File: config.mk
export PLATFORM = sky130hd
export DESIGN_NAME = fetch_stage
export DESIGN_NICKNAME = d
export VERILOG_FILES = /design/src/rtl/pipeline_pkg.sv /design/src/rtl/fetch_skid.sv /design/src/rtl/fetch_stage.sv
export SDC_FILE = /design/constraint.sdc
export NUM_CORES = 1
export LEC_CHECK = 0
export ABC_CLOCK_PERIOD_IN_PS = 13400
export CAP_MARGIN = 20
export CORE_MARGIN = 2
export CORE_UTILIZATION = 55
export CTS_CLUSTER_DIAMETER = 100
export DETAILED_ROUTE_END_ITERATION = 10
export PLACE_DENSITY = 0.84
export SKIP_LAST_GASP = 1
export SYNTH_ARGS = -nofsm -noshare
export SYNTH_HDL_FRONTEND = slang
export SYNTH_SLANG_ARGS = --single-unit
File: constraint.sdc
create_clock -name clk -period 13.4 [get_ports clk]
set_clock_uncertainty 0.1 [all_clocks]
set_input_delay 4.02 -clock clk [delete_from_list [all_inputs] [get_ports clk]]
set_output_delay 4.02 -clock clk [all_outputs]
set_load 0.01 [all_outputs]
File: src/rtl/pipeline_pkg.sv
// rtl/pipeline_pkg.sv - Shared fetch/decode pipeline types and constants
package pipeline_pkg;

    localparam int XLEN = 32;
    localparam logic [31:0] NOP_INST = 32'h0000_0013;

    typedef enum logic [1:0] {
        FETCH_BOOT  = 2'd0,
        FETCH_REQ   = 2'd1,
        FETCH_WAIT  = 2'd2,
        FETCH_STALL = 2'd3
    } fetch_state_e;

    typedef struct packed {
        logic [XLEN-1:0] pc;
        logic [XLEN-1:0] inst;
        logic            valid;
    } if_id_t;

endpackage

File: src/rtl/fetch_skid.sv
// rtl/fetch_skid.sv - One-entry holding buffer for a fetched word that IF/ID cannot take yet
module fetch_skid #(
    parameter int XLEN = 32
) (
    input  logic            clk,
    input  logic            rst,
    input  logic            load,
    input  logic            clear,
    input  logic [XLEN-1:0] load_pc,
    input  logic [XLEN-1:0] load_inst,
    output logic            full,
    output logic [XLEN-1:0] skid_pc,
    output logic [XLEN-1:0] skid_inst
);

    logic            full_q, full_d;
    logic [XLEN-1:0] pc_q, pc_d;
    logic [XLEN-1:0] inst_q, inst_d;

    // A load always wins; the caller never asks for both in a flush cycle.
    always_comb begin
        full_d = full_q;
        pc_d   = pc_q;
        inst_d = inst_q;
        if (load) begin
            full_d = 1'b1;
            pc_d   = load_pc;
            inst_d = load_inst;
        end else if (clear) begin
            full_d = 1'b0;
        end
    end

    always_ff @(posedge clk or posedge rst) begin
        if (rst) begin
            full_q <= 1'b0;
            pc_q   <= '0;
            inst_q <= '0;
        end else begin
            full_q <= full_d;
            pc_q   <= pc_d;
            inst_q <= inst_d;
        end
    end

    assign full      = full_q;
    assign skid_pc   = pc_q;
    assign skid_inst = inst_q;

endmodule

File: src/rtl/fetch_stage.sv
// rtl/fetch_stage.sv - PC owner, single-outstanding imem requester and IF/ID register loader
module fetch_stage #(
    parameter int              XLEN     = 32,
    parameter logic [XLEN-1:0] RESET_PC = '0
) (
    input  logic            clk,
    input  logic            rst,
    input  logic            pc_en,
    input  logic            if_id_en,
    input  logic            flush,
    input  logic [XLEN-1:0] redirect_pc,
    output logic            imem_req,
    output logic [XLEN-1:0] imem_addr,
    input  logic            imem_gnt,
    input  logic            imem_rvalid,
    input  logic [XLEN-1:0] imem_rdata,
    output logic [XLEN-1:0] if_id_pc,
    output logic [XLEN-1:0] if_id_inst,
    output logic            if_id_valid
);

    import pipeline_pkg::fetch_state_e;
    import pipeline_pkg::FETCH_BOOT;
    import pipeline_pkg::FETCH_REQ;
    import pipeline_pkg::FETCH_WAIT;
    import pipeline_pkg::FETCH_STALL;
    import pipeline_pkg::NOP_INST;

    fetch_state_e    state_q, state_d;
    logic [XLEN-1:0] pc_q, pc_d;
    logic [XLEN-1:0] fetch_pc_q, fetch_pc_d;
    logic            drop_q, drop_d;
    logic [XLEN-1:0] if_id_pc_q, if_id_pc_d;
    logic [XLEN-1:0] if_id_inst_q, if_id_inst_d;
    logic            if_id_valid_q, if_id_valid_d;

    logic            granted;
    logic            deliver;
    logic            skid_full;
    logic            skid_load;
    logic            skid_clear;
    logic [XLEN-1:0] skid_pc;
    logic [XLEN-1:0] skid_inst;

    assign granted = (state_q == FETCH_REQ) && imem_gnt;
    // A response is only real if it is not the stale one after a redirect and not killed right now.
    assign deliver = (state_q == FETCH_WAIT) && imem_rvalid && !drop_q && !flush;

    assign skid_load  = deliver && (!if_id_en || skid_full);
    assign skid_clear = flush || (if_id_en && skid_full);

    fetch_skid #(
        .XLEN(XLEN)
    ) u_skid (
        .clk      (clk),
        .rst      (rst),
        .load     (skid_load),
        .clear    (skid_clear),
        .load_pc  (fetch_pc_q),
        .load_inst(imem_rdata),
        .full     (skid_full),
        .skid_pc  (skid_pc),
        .skid_inst(skid_inst)
    );

    always_comb begin
        state_d    = state_q;
        pc_d       = pc_q;
        fetch_pc_d = fetch_pc_q;
        drop_d     = drop_q;

        case (state_q)
            FETCH_BOOT: begin
                state_d = FETCH_REQ;
            end
            FETCH_REQ: begin
                if (imem_gnt) begin
                    pc_d       = pc_q + XLEN'(4);
                    fetch_pc_d = pc_q;
                    state_d    = FETCH_WAIT;
                end
            end
            FETCH_WAIT: begin
                if (imem_rvalid) begin
                    drop_d = 1'b0;
                    // The skid is empty here, so it stays empty unless IF/ID refuses the word.
                    if (pc_en && (drop_q || if_id_en)) begin
                        state_d = FETCH_REQ;
                    end else begin
                        state_d = FETCH_STALL;
                    end
                end
            end
            FETCH_STALL: begin
                if (pc_en && !skid_full) begin
                    state_d = FETCH_REQ;
                end
            end
            default: begin
                state_d = FETCH_BOOT;
            end
        endcase

        if (flush) begin
            pc_d = redirect_pc;
            if (((state_q == FETCH_WAIT) && !imem_rvalid) || granted) begin
                drop_d  = 1'b1;
                state_d = FETCH_WAIT;
            end else begin
                drop_d  = 1'b0;
                state_d = FETCH_REQ;
            end
        end
    end

    always_comb begin
        if_id_pc_d    = if_id_pc_q;
        if_id_inst_d  = if_id_inst_q;
        if_id_valid_d = if_id_valid_q;

        if (flush) begin
            if_id_valid_d = 1'b0;
        end else if (if_id_en) begin
            if (skid_full) begin
                if_id_pc_d    = skid_pc;
                if_id_inst_d  = skid_inst;
                if_id_valid_d = 1'b1;
            end else if (deliver) begin
                if_id_pc_d    = fetch_pc_q;
                if_id_inst_d  = imem_rdata;
                if_id_valid_d = 1'b1;
            end else begin
                if_id_valid_d = 1'b0;
            end
        end
    end

    always_ff @(posedge clk or posedge rst) begin
        if (rst) begin
            state_q       <= FETCH_BOOT;
            pc_q          <= RESET_PC;
            fetch_pc_q    <= '0;
            drop_q        <= 1'b0;
            if_id_pc_q    <= '0;
            if_id_inst_q  <= XLEN'(NOP_INST);
            if_id_valid_q <= 1'b0;
        end else begin
            state_q       <= state_d;
            pc_q          <= pc_d;
            fetch_pc_q    <= fetch_pc_d;
            drop_q        <= drop_d;
            if_id_pc_q    <= if_id_pc_d;
            if_id_inst_q  <= if_id_inst_d;
            if_id_valid_q <= if_id_valid_d;
        end
    end

    assign imem_req    = (state_q == FETCH_REQ);
    assign imem_addr   = pc_q;
    assign if_id_pc    = if_id_pc_q;
    assign if_id_inst  = if_id_inst_q;
    assign if_id_valid = if_id_valid_q;

endmodule
==> summary.md <==
| Metric | Value |
|---|---|
| Post-place instance area | 10,400 um^2 |
| CTS Buffer Depth | 2 |
| Util after Layout | 72.5% |
| Post-synth EDFFs | 0 |
| Worst-margin pin slew | about 0.95 ns |
| Die Y | between 100 and 150 um |
| LEAKAGE | ~4.7 nW |
| Worst-path clk slew | 0.07 ns |
| GRT overflow | 0 |
| Worst path slowest cell | or3_1 |
| Non-Filler Instances | 1,105 |
| DRC Markers | 0 |
| Cell Rows | 45 |
| Post-synthesis mux area share | 19.8% |
| Post-cts hold buffer count | 0 |
| Core area | roughly 15,000 um^2 |
| Synth Flop Type | dfrtp_1 |
| Initial antenna violation count | 0 |
| Setup crit start | imem_gnt |
| Antenna cells | 0 |
| Max-Slew Margin vs Limit | 36.7% |
| Worst hold start | if_id_inst[19]$_DFFE_PP0P_ |
| Hold Path Class | flip-flop to flip-flop |
| CP Launch Type | input pin |
| Outcome | finished clean |
| Fin Hold WS | ~0.38 ns |
| Synthesized flop and latch total | 197 |
| GRT Total Usage | a little under a quarter |
| Vias in the first global route | 6,310 |
| Area growth, synth to finish | 28.7% |
| CTS Buf Count | 17 |
| Design Area, Final | approximately 11,000 um^2 |
| Final min period | between 6 and 7 ns |
| Wirelength per Cell | 17.2 um |
| Starting Density | 56.3% |
| Ys Warns | 0 |
| Vias | slightly above 6,000 |
| Post-synthesis compound-gate area fraction | 8.34% |
| Placed Cells | 1,071 |
| RR Startpoint | state_q[1]$_DFFE_PP0P_ |
| Slew Limit Fails | 0 |
| Vias per Instance | roughly 5.6 |
| Root Buffer | clkbuf_16 |
| PD cells | roughly 180 nW/um^2 |
| Syn_area_per_cell | between 10 and 15 um^2 |
| Crit path required time | 13.64 ns |
| RSZ-0062 raised after global routing | false |
| Clock sinks | 197 |
| Hpwl dp | 12.4 mm |
| Die W | roughly 130 um |
| Pwr Total | 2.02 mW |
| Detailed Route Iter0 Violations | 386 |
| Crit-path cells | clkdlybuf4s50_1 > nand2_2 > or3_1 > or4_1 > a31oi_1 |
| Kind of critical path | input pin to flip-flop |
| Slowest stage delay, CP | just over 0.8 ns |
| 1st-pass router iterations | 5 |
| Setup_tns | 0 ns |
| Postcts setup bufs | 0 |
| Largest family of logic cells by synthesized area | multiplexers |
| DP Worst Slack | 6.42 ns |
| First-pass GRT wire length | 31.1 mm |
| Final setup viols | 0 |
| Gpl congestion | 0.847 |
| Die footprint | 16,600 um^2 |
| Max Clock Freq | 153 MHz |
| CTS tree | done |
| Sequential area share after synthesis | 57.4% |
| Synth unique cells | 48 |
| Post-synthesis adder-cell area fraction | 0.728% |
| IO buf count | 168 |
| Crit-path max FO | 46 |
| MaxCap Viol Count | 0 |
| CP endpoint kind | flip-flop |
| Clock latency on the worst-skew pair | roughly 0.42 ns |
| Htree depth | 4 |
| Post-CTS Resized | 0 |
| Cell count after synthesis | 733 |
| I/O pin cnt | 169 |
| Final Worst Setup Slack | about 7 ns |
| Post-synthesis cell area | 8590 um^2 |
| Final Hold Viols | 0 |
| Syn nets | around 810 |
| Final wirelength | 19.0 mm |
| Crit path DAT | just under 7 ns |
| Layout cells sized above 1 | 16.8% |
| Largest net degree at the start of global routing | between 100 and 150 |
| Antenna viol nets, final | 0 |
| Final period util | 48.7% |
| Post-synth ARST share | 100% |
| Worst vdd ir | 0.109 mV |
| Nets@finish | 957 |
| Synth Area in Simple Gates | about 10% |
| XOR/XNOR Fraction of Synth Area | under 10% |
==> sequential cells by signal, summed over array words and instances (netlist names) <==
| name | count |
|---|---|
| u_skid.skid_pc | 32 |
| u_skid.full | 1 |
| drop_q | 1 |
| fetch_pc_q | 32 |
| state_q | 2 |
| if_id_valid | 1 |
| imem_addr | 32 |
| if_id_inst | 32 |
| if_id_pc | 32 |
| u_skid.skid_inst | 32 |
==> worst max-delay path: cells and delay by family <==
kind	cells	cell delay, ns
simple gates	3	1.98
buf+inv	1	0.59
compound gates	1	0.18
==> cell usage after synthesis, types with 7 or more instances <==
master / instances / area (um^2)
a31oi_1: 12 / 75.1
clkbuf_1: 36 / 135
dfrtp_1: 194 / 4850
inv_1: 13 / 48.8
mux2_2: 93 / 1050
mux2i_1: 65 / 651
nand2_1: 102 / 383
nand3_1: 12 / 60.1
nand4_1: 9 / 56.3
nor2_1: 17 / 63.8
o21ai_0: 88 / 440
o31ai_1: 9 / 67.6
or4_1: 12 / 90.1
xnor2_1: 7 / 61.3
==> logic make-up after synthesis <==
| logic type | Yosys count |
|---|---|
| buffers and inverters | 58 |
| XOR/XNOR | 12 |
| AO/OA/AOI/OAI | 125 |
| flip-flops | 197 |
| adder cells (fa/ha/maj) | 5 |
| AND/OR/NAND/NOR | 178 |
| multiplexers | 158 |
==> layout by cell type (no fill, tap or decap), drive strengths merged, types with 5 or more instances in the layout <==
cell type	instances
xnor2	7
mux2i	65
nor2	17
o21ai	88
o31ai	9
xor2	5
nand4	11
a31oi	12
buf	6
clkbuf	19
nand2	102
mux2	93
or4	12
inv	17
clkinv	6
clkdlybuf4s50	168
dfrtp	194
ha	5
nand3	12
==> final cells by class <==
cell class / count / area [um^2]
multi-input combinational: 478 / 3440
sequential: 197 / 4940
timing repair buffer: 174 / 1760
fill: 1050 / 4200
inverter: 13 / 56.3
tap: 211 / 264
clock inverter: 13 / 148
clock buffer: 19 / 453
==> metal layers <==
metal	vias up	GRT usage, %	wire length (um)
li1	2910	-	-
met1	3039	32.4	8580
met2	213	39.2	9280
met3	30	3.62	825
met4	0	8.57	348
met5	-	0	0
==> power breakdown <==
part           internal (mW)  leakage, nW  total (mW)  switching [mW]
sequential             0.807         2.49       0.953           0.146
clock                  0.288        0.295       0.513           0.225
combinational          0.326         1.91       0.558           0.232
total                   1.42         4.69        2.02           0.603
==> path summary, 6_finish.rpt <==
check	to	slack, ns	cells after the start
max	imem_addr[19]$_DFFE_PP0P_	6.87	5
min	if_id_inst[19]$_DFFE_PP0P_	0.38	2
max reg2reg	imem_addr[19]$_DFFE_PP0P_	10.13	6
min reg2reg	if_id_inst[19]$_DFFE_PP0P_	0.38	2
max in group asynchronous	imem_addr[24]$_DFFE_PP0P_	7.67	3
min in group asynchronous	if_id_inst[20]$_DFFE_PP0P_	4.04	2
Power figures use the tool's default switching activity.
